--- config.mk ---
export PLATFORM = sky130hd
export DESIGN_NAME = apb_master
export DESIGN_NICKNAME = d
export VERILOG_FILES = /design/src/rtl/apb_master.sv
export SDC_FILE = /design/constraint.sdc
export NUM_CORES = 1
export LEC_CHECK = 0
export CAP_MARGIN = 30
export CORE_ASPECT_RATIO = 0.7
export CORE_MARGIN = 2
export CORE_UTILIZATION = 45
export CTS_CLUSTER_SIZE = 10
export DETAILED_ROUTE_END_ITERATION = 10
export DONT_BUFFER_PORTS = 1
export HOLD_SLACK_MARGIN = 0.12
export PLACE_DENSITY_LB_ADDON = 0.1
export SYNTH_ARGS = -nofsm -noshare
export SYNTH_HDL_FRONTEND = slang
export SYNTH_SLANG_ARGS = --single-unit
export TNS_END_PERCENT = 50
--- constraint.sdc ---
create_clock -name clk -period 3.7 [get_ports clk]
set_input_delay 0.37 -clock clk [delete_from_list [all_inputs] [get_ports clk]]
set_output_delay 0.37 -clock clk [all_outputs]
set_load 0.005 [all_outputs]
--- src/rtl/apb_master.sv ---
// apb_master: single-outstanding APB requester. Turns a valid/ready command stream
// into APB SETUP/ACCESS transfers and returns one response per command.
`timescale 1ns/1ps
module apb_master #(
    parameter int ADDR_WIDTH = 32,
    parameter int DATA_WIDTH = 32,
    parameter int TIMEOUT    = 16,
    parameter int RD_LATE    = 0
) (
    input  logic                  clk,
    input  logic                  rst_n,
    input  logic                  cmd_valid,
    output logic                  cmd_ready,
    input  logic                  cmd_write,
    input  logic [ADDR_WIDTH-1:0] cmd_addr,
    input  logic [DATA_WIDTH-1:0] cmd_wdata,
    output logic                  rsp_valid,
    input  logic                  rsp_ready,
    output logic [DATA_WIDTH-1:0] rsp_rdata,
    output logic                  rsp_err,
    output logic                  psel,
    output logic                  penable,
    output logic                  pwrite,
    output logic [ADDR_WIDTH-1:0] paddr,
    output logic [DATA_WIDTH-1:0] pwdata,
    input  logic [DATA_WIDTH-1:0] prdata,
    input  logic                  pready,
    input  logic                  pslverr
);

    localparam int CNT_W = (TIMEOUT > 1) ? $clog2(TIMEOUT) : 1;
    localparam logic [CNT_W-1:0] CNT_LAST = CNT_W'((TIMEOUT > 0) ? TIMEOUT - 1 : 0);

    typedef enum logic [2:0] {
        ST_IDLE    = 3'd0,
        ST_SETUP   = 3'd1,
        ST_ACCESS  = 3'd2,
        ST_CAPTURE = 3'd3,
        ST_RESP    = 3'd4
    } state_t;

    state_t                r_state;
    state_t                w_next;
    logic [CNT_W-1:0]      r_cnt;
    logic                  r_pwrite;
    logic [ADDR_WIDTH-1:0] r_paddr;
    logic [DATA_WIDTH-1:0] r_pwdata;
    logic [DATA_WIDTH-1:0] r_rdata;
    logic                  r_err;

    logic w_accept;
    logic w_done;
    logic w_timeout;
    logic w_late_rd;

    // Handshakes: a command transfers on the edge where cmd_valid && cmd_ready,
    // a response on the edge where rsp_valid && rsp_ready; payloads hold while valid is high.
    assign w_accept  = (r_state == ST_IDLE) && cmd_valid;
    assign w_done    = (r_state == ST_ACCESS) && pready;
    assign w_timeout = (TIMEOUT != 0) && (r_state == ST_ACCESS) && !pready && (r_cnt == CNT_LAST);
    assign w_late_rd = (RD_LATE != 0) && !r_pwrite;

    always_ff @(posedge clk or negedge rst_n) begin
        if (!rst_n) begin
            r_state <= ST_IDLE;
        end else begin
            r_state <= w_next;
        end
    end

    always_comb begin
        w_next = r_state;
        case (r_state)
            ST_IDLE: begin
                if (cmd_valid) w_next = ST_SETUP;
            end
            ST_SETUP: begin
                w_next = ST_ACCESS;
            end
            ST_ACCESS: begin
                if (pready) begin
                    w_next = w_late_rd ? ST_CAPTURE : ST_RESP;
                end else if (w_timeout) begin
                    w_next = ST_RESP;
                end
            end
            ST_CAPTURE: begin
                w_next = ST_RESP;
            end
            ST_RESP: begin
                if (rsp_ready) w_next = ST_IDLE;
            end
            default: begin
                w_next = ST_IDLE;
            end
        endcase
    end

    // cmd_ready is gated by rst_n so every output reads 0 while reset is held.
    always_comb begin
        cmd_ready = 1'b0;
        rsp_valid = 1'b0;
        psel      = 1'b0;
        penable   = 1'b0;
        case (r_state)
            ST_IDLE:   cmd_ready = rst_n;
            ST_SETUP:  psel = 1'b1;
            ST_ACCESS: begin
                psel    = 1'b1;
                penable = 1'b1;
            end
            ST_RESP:   rsp_valid = 1'b1;
            default:   ;
        endcase
    end

    always_ff @(posedge clk or negedge rst_n) begin
        if (!rst_n) begin
            r_pwrite <= 1'b0;
            r_paddr  <= '0;
            r_pwdata <= '0;
            r_rdata  <= '0;
            r_err    <= 1'b0;
            r_cnt    <= '0;
        end else begin
            if (w_accept) begin
                r_pwrite <= cmd_write;
                r_paddr  <= cmd_addr;
                r_pwdata <= cmd_wdata;
                r_rdata  <= '0;
                r_err    <= 1'b0;
                r_cnt    <= '0;
            end
            if (w_done) begin
                r_err <= pslverr;
                if (!r_pwrite && !pslverr && (RD_LATE == 0)) r_rdata <= prdata;
            end else if (w_timeout) begin
                r_err   <= 1'b1;
                r_rdata <= '0;
            end else if (r_state == ST_ACCESS) begin
                r_cnt <= r_cnt + CNT_W'(1);
            end
            // Registered-read completers present data the cycle after ACCESS.
            if ((r_state == ST_CAPTURE) && !r_err) r_rdata <= prdata;
        end
    end

    assign pwrite    = r_pwrite;
    assign paddr     = r_paddr;
    assign pwdata    = r_pwdata;
    assign rsp_rdata = r_rdata;
    assign rsp_err   = r_err;

endmodule

==> flow_metrics.py, run 1 <==
metrics = {
    "outcome": {
        "run_status": "finished clean",
    },
    "global_route": {
        "first_global_vias": 2691,
        "antenna_found_initial": 1,
        "grt_usage": 0.180,
        "grt_overflow_total": 0,
        "grt_max_degree": 106,
        "grt_pass1_wl_um": 14700,
    },
    "sta": {
        "timing.fmax_mhz": 442,
        "fin_worst_skew_ns": 0.00616,
        "setup_viol": 0,
        "finalCriticalPeriod_ns": 2.26,
        "drv_slew": 0,
        "fin_crit_sh": 0.611,
        "final_hold_viol_count": 0,
        "tns_ns": 0,
        "worstMarginPinSlew_ns": 0.669,
        "rsz0062_at_grt": "no",
        "relSlewSlack": 0.554,
        "whs_ns": 0.145,
    },
    "worst_setup_path": {
        "crit_path_max_fanout": 19,
        "reg2reg_from": "r_state[0]",
        "reg2reg_slack_ns": 1.44,
        "crit_type": "register to register",
        "cp-start-kind": "register",
        "critPathCaptureType": "register",
        "cp.required_ns": 3.92,
        "rr_endpoint": "r_cnt[3]",
        "reg2regPathDepth": 4,
        "crit_arrival_ns": 2.48,
    },
    "placement": {
        "dp.cells": 435,
        "dp_hpwl_um": 6640,
        "globalplace.congestion": 0.682,
        "dpl-instance-area_um2": 4610,
        "io_buffers": 0,
    },
    "clocking": {
        "htreeDepth": 3,
        "clk_pin_slew_ns": 0.07,
        "cts_tree": "built",
        "clockBufferDepth": 2,
        "clockRootBuffer": "clkbuf_16",
        "ctsResizeCount": 0,
        "cts_sinks": 105,
        "clock_latency_ns": 0.34,
        "cts_buffers": 9,
    },
    "drt": {
        "dr_total_vias": 2504,
        "drc": 0,
        "vias_per_cell": 5.50,
        "wirelength_um": 9780,
        "wire_per_inst_um": 21.5,
        "drtIter0Drc": 129,
        "first_pass_iters": 6,
        "ant_nets": 0,
    },
    "power_and_ir_drop": {
        "cellInternalPower_uw": 2930,
        "pwr_density_cell_nw_per_um2": 862,
        "peakVddDrop_v": 0.000335,
        "p_leak_uw": 0.00254,
        "seqPwrFrac": 0.513,
        "total_switching_power_uw": 1360,
        "combPwrFrac": 0.263,
        "p_clk_frac": 0.224,
        "p_sw_frac": 0.317,
    },
    "die": {
        "fp.dieArea_um2": 10900,
        "die_h_um": 87.9,
        "rows": 30,
        "core_area_um2": 9760,
        "die_w_um": 124,
        "ios": 205,
        "start_util": 0.464,
    },
    "synthesis": {
        "ys_ff_latch": 105,
        "async_flop_share": 1.00,
        "netlist_area_um2": 4530,
        "syn_inst": 324,
        "syn-num-nets": 428,
        "ys_types": 30,
        "seq_area_frac_synth": 0.580,
        "syn_area_per_cell_um2": 14.0,
        "synth_edf_count": 0,
        "synth_warnings": 0,
        "yosys_most_used_dff": "dfrtp_1",
    },
    "hold_path": {
        "hold_path.startpoint": "prdata[29]",
        "holdPathEnd": "rsp_rdata[29]",
        "hold_depth": 2,
        "worstHoldPathType": "input port to register",
    },
    "cells_and_area": {
        "fin_area_um2": 4970,
        "drive_gt1_frac": 0.276,
        "syn_to_final_growth_pct": 9.70,
        "fin_cells": 455,
        "final_nets": 425,
    },
    "flow_run": {
        "cap_viol_max_count": 0,
    },
}
[per-stage QoR]
step                 util  total power, uW  setup slack [ns]
floorplan               -             3060              1.94
global placement    0.473             3280              1.45
detailed placement  0.473             3340              1.45
CTS                 0.509             4350              1.43
global route        0.509             4570              1.33
finish              0.509             4280              1.44
[cells in the final DEF, fill, tap and decap left out, drive strengths merged]
cell	Yosys	layout
a21oi	1	1
a22o	1	1
a22oi	1	1
a31o	1	1
a31oi	1	1
and2	1	1
buf	15	6
bufinv	0	1
clkbuf	7	10
clkinv	0	1
clkinvlp	0	3
dfrtp	105	105
diode	0	1
dlygate4sd3	0	2
ha	1	1
inv	37	38
mux2	65	65
mux2i	35	35
nand2	3	3
nand2b	3	3
nand3	2	2
nor2b	2	2
nor3	1	1
nor3b	2	2
nor4b	1	1
o211ai	32	32
o21ai	2	2
o311ai	1	1
o31ai	1	1
or3b	1	1
or4b	2	2
[state kept, by name, indices dropped and copies added, names as in the netlist]
| name | count |
|---|---|
| rsp_err | 1 |
| paddr | 32 |
| r_state | 3 |
| r_cnt | 4 |
| rsp_rdata | 32 |
| pwrite | 1 |
| pwdata | 32 |
[cell usage after synthesis, types with 2 or more instances]
master	number	area, um^2
nand2b_1	3	18.8
mux2_2	33	372
or4b_1	2	20.0
mux2i_1	35	350
inv_1	37	139
buf_1	3	11.3
nor3b_1	2	15.0
buf_2	7	35.0
nor2b_1	2	12.5
nand2_1	3	11.3
clkbuf_1	7	26.3
nand3_1	2	10.0
buf_6	5	56.3
mux2_4	32	480
o211ai_1	32	240
dfrtp_1	105	2630
[area by class of cell]
class	count	area [um^2]
repair buffers	8	85.1
multi-input cells	160	1650
diodes	1	2.50
inverters	37	139
clock inverters	6	66.3
clock buffers	10	239
fillers	841	4790
well taps	128	160
flip-flops and latches	105	2630
[kinds of logic after synthesis]
logic type / after synthesis / synth area share
DFF: 105 / 0.580
and+or+nand+nor: 18 / 0.0257
adders and majority gates: 1 / 0.00276
muxes: 100 / 0.265
buffers and inverters: 59 / 0.0591
AOI/OAI and AO/OA: 41 / 0.0669
[worst max-delay path, stage by stage (launching register included)]
cell     delay [ns]
dfrtp_1        0.46
or4b_1         0.82
buf_4          0.33
or3b_1         0.40
mux2i_1        0.12
[repair_timing]
item,in CTS,in global routing
setup buffers,0,0
hold endpoints to repair,106,0
hold buffers,3,0
[routing by layer]
metal / vias up / GRT usage / routed length (um)
met5: - / 0 / 0
met2: 129 / 0.270 / 4380
met4: 0 / 0.0644 / 193
li1: 1116 / - / -
met3: 15 / 0.112 / 1370
met1: 1244 / 0.212 / 3840
[power groups by stage]
stage,Sequential (uW),Combinational (uW),Clock [uW]
after floorplan,2050,1010,0
after global placement,2210,1070,0
after detailed placement,2220,1120,0
after CTS,2210,1150,992
after global routing,2280,1250,1040
final,2200,1130,960
[worst max path at each step]
stage | slack, ns | end | cells after the start | from
2_1_floorplan | 1.94 | paddr[0] | 5 | r_state[0]
3_3_place_gp | 1.45 | r_cnt[3] | 4 | r_state[0]
3_5_place_dp | 1.45 | r_cnt[3] | 4 | r_state[0]
4_1_cts | 1.43 | r_cnt[3] | 4 | r_state[0]
5_1_grt | 1.33 | r_cnt[3] | 4 | r_state[0]
6_report | 1.44 | r_cnt[3] | 4 | r_state[0]
No activity file was read; power rests on OpenSTA's default activity.
==> inputs of run 2 (changes only) <==
- clock period: 3.7 -> 1.9 ns (I/O delays scaled with it)
==> run 2 against run 1 <==
Compared with the run above:
- the run now ends with hold timing left
- maximum frequency increased by 30%
- critical path type unchanged
- critical endpoint is now rsp_rdata[20]
- clock-buffer cell count increased by 2
- register-to-register slack got worse by 1.3 ns
==> flow_metrics.py, run 2 (synthesis results as in run 1) <==
metrics = {
    "sta": {
        "drv_slew": 0,
        "setup_viol": 0,
        "tns_ns": 0,
        "final_hold_viol_count": 105,
        "worstMarginPinSlew_ns": 0.525,
        "fin_crit_sh": 0.913,
        "rsz0062_at_grt": "no",
        "layout_setup_ws_ns": 0.166,
        "fin_worst_skew_ns": 0.00670,
        "whs_ns": -0.455,
        "finalCriticalPeriod_ns": 1.73,
        "timing.fmax_mhz": 577,
        "relSlewSlack": 0.645,
    },
    "drt": {
        "vias_per_cell": 5.17,
        "first_pass_iters": 4,
        "dr_total_vias": 2880,
        "drtIter0Drc": 86,
        "ant_nets": 0,
        "wirelength_um": 10600,
        "drc": 0,
        "wire_per_inst_um": 19.1,
    },
    "worst_setup_path": {
        "cp.required_ns": 2.11,
        "cp-start-kind": "register",
        "critPathCaptureType": "register",
        "crit_arrival_ns": 1.95,
        "crit_path_max_fanout": 23,
        "crit_type": "register to register",
    },
    "clocking": {
        "post_cts_buffers": 0,
        "holdBufCountCts": 100,
        "clk_pin_slew_ns": 0.07,
        "htreeDepth": 3,
        "cts_sinks": 105,
        "cts_tree": "built",
        "clockBufferDepth": 2,
        "clock_latency_ns": 0.33,
        "cts_buffers": 9,
        "ctsResizeCount": 0,
        "clockRootBuffer": "clkbuf_16",
    },
    "cells_and_area": {
        "syn_to_final_growth_pct": 32.0,
        "nFillCells": 785,
        "postLayoutCoreUtil": 0.613,
        "fin_cells": 557,
        "fin_area_um2": 5980,
        "final_common_cell": "dfrtp_1",
        "final_nets": 527,
        "final_cell_mix": "105 x dfrtp_1, 100 x dlygate4sd3_1, 37 x inv_1",
        "drive_gt1_frac": 0.215,
    },
    "die": {
        "ios": 205,
        "die_w_um": 124,
        "fp.dieArea_um2": 10900,
        "core_area_um2": 9760,
        "rows": 30,
        "die_h_um": 87.9,
        "start_util": 0.464,
    },
    "hold_path": {
        "worstHoldPathType": "input port to asynchronous set/reset pin",
    },
    "global_route": {
        "grt_usage": 0.191,
        "grt_max_degree": 107,
        "grt_overflow_total": 0,
        "antenna_found_initial": 1,
        "grt_pass1_wl_um": 16000,
        "first_global_vias": 2993,
    },
    "power_and_ir_drop": {
        "peakVddDrop_v": 0.000726,
        "pwr_density_cell_nw_per_um2": 1430,
        "p_leak_uw": 0.00298,
    },
    "placement": {
        "dp_hpwl_um": 6540,
        "globalplace.congestion": 0.714,
        "io_buffers": 0,
        "place_ws_ns": 0.174,
        "dpl-instance-area_um2": 4680,
        "dp.cells": 440,
    },
    "outcome": {
        "run_status": "complete, but fails checks",
        "violations": "hold timing",
    },
    "flow_run": {
        "cap_viol_max_count": 0,
    },
}
-- run 2: power breakdown --
part	total [uW]	switching, uW	internal [uW]
clock network	1850	784	1060
logic	2420	917	1500
registers	4280	956	3320
total	8540	2660	5890
-- run 2: final cells by class --
class	instances	area, um^2	share of cell area
flip-flops and latches	105	2630	0.440
multi-input cells	160	1650	0.276
repair buffers	110	1100	0.184
clock buffers	12	246	0.0412
well taps	128	160	0.0268
inverters	37	139	0.0232
clock inverters	4	52.6	0.00879
diodes	1	2.50	0.000419
-- run 2: critical path, stage by stage, from the launching register on --
cell and delay, ns:
dfrtp_1 0.46, or4b_1 0.59, buf_4 0.27, o211ai_1 0.20, mux2i_1 0.10
-- run 2: final timing paths --
check,slack (ns),startpoint,depth (start not counted),endpoint
max,0.17,r_state[2],4,rsp_rdata[20]
min reg2reg,0.51,r_cnt[0],1,r_cnt[0]
min in group clk,0.16,pready,3,rsp_err
min,-0.45,rst_n,0,rsp_rdata[25]
max reg2reg,0.17,r_state[2],4,rsp_rdata[20]
max in group asynchronous,2.19,rst_n,0,rsp_rdata[6]
-- run 2: metal layers --
layer  global-route usage  routed length [um]
met1                0.244                4440
met3               0.0853                1190
met5                    0                   0
met2                0.299                4900
met4               0.0470                 104
-- run 2: per-stage QoR --
step	power (uW)	hold slack, ns
after detailed placement	6540	-0.104
after global routing	9090	-0.480
final	8540	-0.455
after CTS	8600	-0.471
after global placement	6440	-0.103
after floorplan	5960	-0.106
==> inputs of run 3 (changes only) <==
- SETUP_SLACK_MARGIN: unset -> 0.15
- clock period: 1.9 -> 2 ns (I/O delays scaled with it)
==> run 3 against run 2 <==
Compared with the run above:
- the run still ends with hold timing left
- wire length increased by 0.50%
- clock-buffer cell count decreased by 3
- clock power increased by 3%
- hold slack improved by 0.0066 ns
- combinational power decreased by 5%
- sequential power decreased by 5%
- largest cell class unchanged
==> flow_metrics.py, run 3 (synthesis results as in run 1) <==
metrics = {
    "cells_and_area": {
        "syn_to_final_growth_pct": 32.5,
        "nFillCells": 741,
        "final_common_cell": "dfrtp_1",
        "drive_gt1_frac": 0.219,
        "fin_cells": 554,
        "final_nets": 524,
        "final_cell_mix": "104 x dfrtp_1, 100 x dlygate4sd3_1, 37 x inv_1",
    },
    "die": {
        "fp.dieArea_um2": 10900,
        "rows": 30,
        "die_w_um": 124,
        "ios": 205,
        "start_util": 0.464,
        "die_h_um": 87.9,
        "core_area_um2": 9760,
    },
    "clocking": {
        "clock_latency_ns": 0.34,
        "cts_tree": "built",
        "clockBufferDepth": 2,
        "post_cts_buffers": 0,
        "htreeDepth": 3,
        "clockRootBuffer": "clkbuf_16",
        "cts_buffers": 9,
        "holdBufCountCts": 100,
        "clk_pin_slew_ns": 0.07,
        "cts_sinks": 105,
    },
    "worst_setup_path": {
        "crit_family": "simple AND/OR/NAND/NOR gates",
        "crit_path_max_fanout": 39,
        "path_cells": "or4b_4 > buf_16 > mux2_4",
        "critPathCaptureType": "register",
        "path_buf_inv": 1,
        "max_stage_delay_ns": 0.62,
        "cp.required_ns": 2.22,
        "crit_type": "register to register",
        "crit_slowest_cell": "or4b_4",
        "crit_arrival_ns": 2.01,
        "cp-start-kind": "register",
    },
    "drt": {
        "first_pass_iters": 4,
        "wirelength_um": 10700,
        "ant_nets": 0,
        "dr_total_vias": 2908,
        "vias_per_cell": 5.25,
        "wire_per_inst_um": 19.3,
        "drtIter0Drc": 121,
        "drc": 0,
    },
    "power_and_ir_drop": {
        "cellInternalPower_uw": 5700,
        "total_switching_power_uw": 2580,
        "combPwrFrac": 0.278,
        "peakVddDrop_v": 0.000691,
        "p_leak_uw": 0.00298,
        "pwr_density_cell_nw_per_um2": 1380,
        "p_sw_frac": 0.311,
        "p_clk_frac": 0.229,
        "seqPwrFrac": 0.493,
    },
    "global_route": {
        "grt_max_degree": 107,
        "grt_overflow_total": 0,
        "grt_pass1_wl_um": 15600,
        "grt_usage": 0.187,
        "first_global_vias": 3037,
        "antenna_found_initial": 1,
    },
    "sta": {
        "rsz0062_at_grt": "no",
        "final_hold_viol_count": 105,
        "setup_viol": 0,
        "fin_crit_sh": 0.896,
        "fin_worst_skew_ns": 0.00610,
        "tns_ns": 0,
        "relSlewSlack": 0.605,
        "worstMarginPinSlew_ns": 0.591,
        "timing.fmax_mhz": 558,
        "drv_slew": 0,
        "whs_ns": -0.448,
        "finalCriticalPeriod_ns": 1.79,
    },
    "placement": {
        "io_buffers": 0,
        "dp_hpwl_um": 6360,
        "globalplace.congestion": 0.666,
        "dp.cells": 436,
    },
    "outcome": {
        "run_status": "complete, but fails checks",
        "violations": "hold timing",
    },
    "hold_path": {
        "worstHoldPathType": "input port to asynchronous set/reset pin",
    },
    "flow_run": {
        "cap_viol_max_count": 0,
    },
}
==> run 3: cell types whose count changed in the layout (fill, tap and decap cells not counted), sizes merged <==
cell    delta
buf        -4
clkbuf     -2
inv        +2
bufinv     +1
==> run 3: what timing repair did <==
item | 4_1_cts | 5_1_grt
gates resized for setup | 0 | 3
setup endpoints to repair | 0 | 63
hold endpoints to repair | 204 | 105
==> run 3: routing by layer <==
metal / track usage / part of all wire / vias up
met5: 0 / 0 / -
met4: 0.0429 / 0.010 / 0
met3: 0.0827 / 0.11 / 14
met2: 0.301 / 0.46 / 140
met1: 0.234 / 0.42 / 1428
li1: - / - / 1326
==> run 3: path summary, 6_finish.rpt <==
kind | to | cells after the start | start | slack [ns]
setup / recovery | pwdata[27] | 3 | r_state[0] | 0.21
hold / removal | rsp_rdata[25] | 0 | rst_n | -0.45
setup reg to reg | pwdata[27] | 3 | r_state[0] | 0.21
hold reg to reg | r_cnt[3] | 1 | r_cnt[3] | 0.52
max in group asynchronous | rsp_rdata[19] | 0 | rst_n | 2.22
min in group clk | rsp_err | 3 | pready | 0.18
==> run 3: power groups by stage <==
stage                     Combinational (uW)  Clock [uW]  Sequential, uW
after floorplan                         1870           0            3790
after global placement                  1980           0            4100
after detailed placement                2090           0            4090
after CTS                               2250        1950            4070
after global routing                    2510        2020            4220
final                                   2300        1900            4080
==> run 3: worst register-to-register path, delay by kind of cell, from the launching register on <==
| family | cells | cell delay [ns] |
|---|---|---|
| mux | 1 | 0.37 |
| flops | 1 | 0.46 |
| simple gates | 1 | 0.62 |
| buf+inv | 1 | 0.23 |
==> run 3: per-stage QoR <==
stage	power, uW	setup WS, ns	hold WS [ns]	util	area [um^2]
final	8280	0.208	-0.448	0.615	6000
after global routing	8750	0.162	-0.465	0.614	6000
after CTS	8270	0.179	-0.462	0.611	5960
after detailed placement	6180	0.195	-0.0939	0.475	4630
after global placement	6080	0.244	-0.0933	0.475	4630
after floorplan	5660	0.240	-0.0956	-	4530
==> run 3: area by class of cell <==
class                           count  area (um^2)  area share
Sequential cell                   105         2630       0.438
Multi-Input combinational cell    160         1650       0.275
Timing Repair Buffer              107         1090       0.182
Clock buffer                        9          225      0.0375
Tap cell                          128          160      0.0267
Inverter                           37          139      0.0231
Clock inverter                      7          100      0.0167
Antenna cell                        1         2.50    0.000417
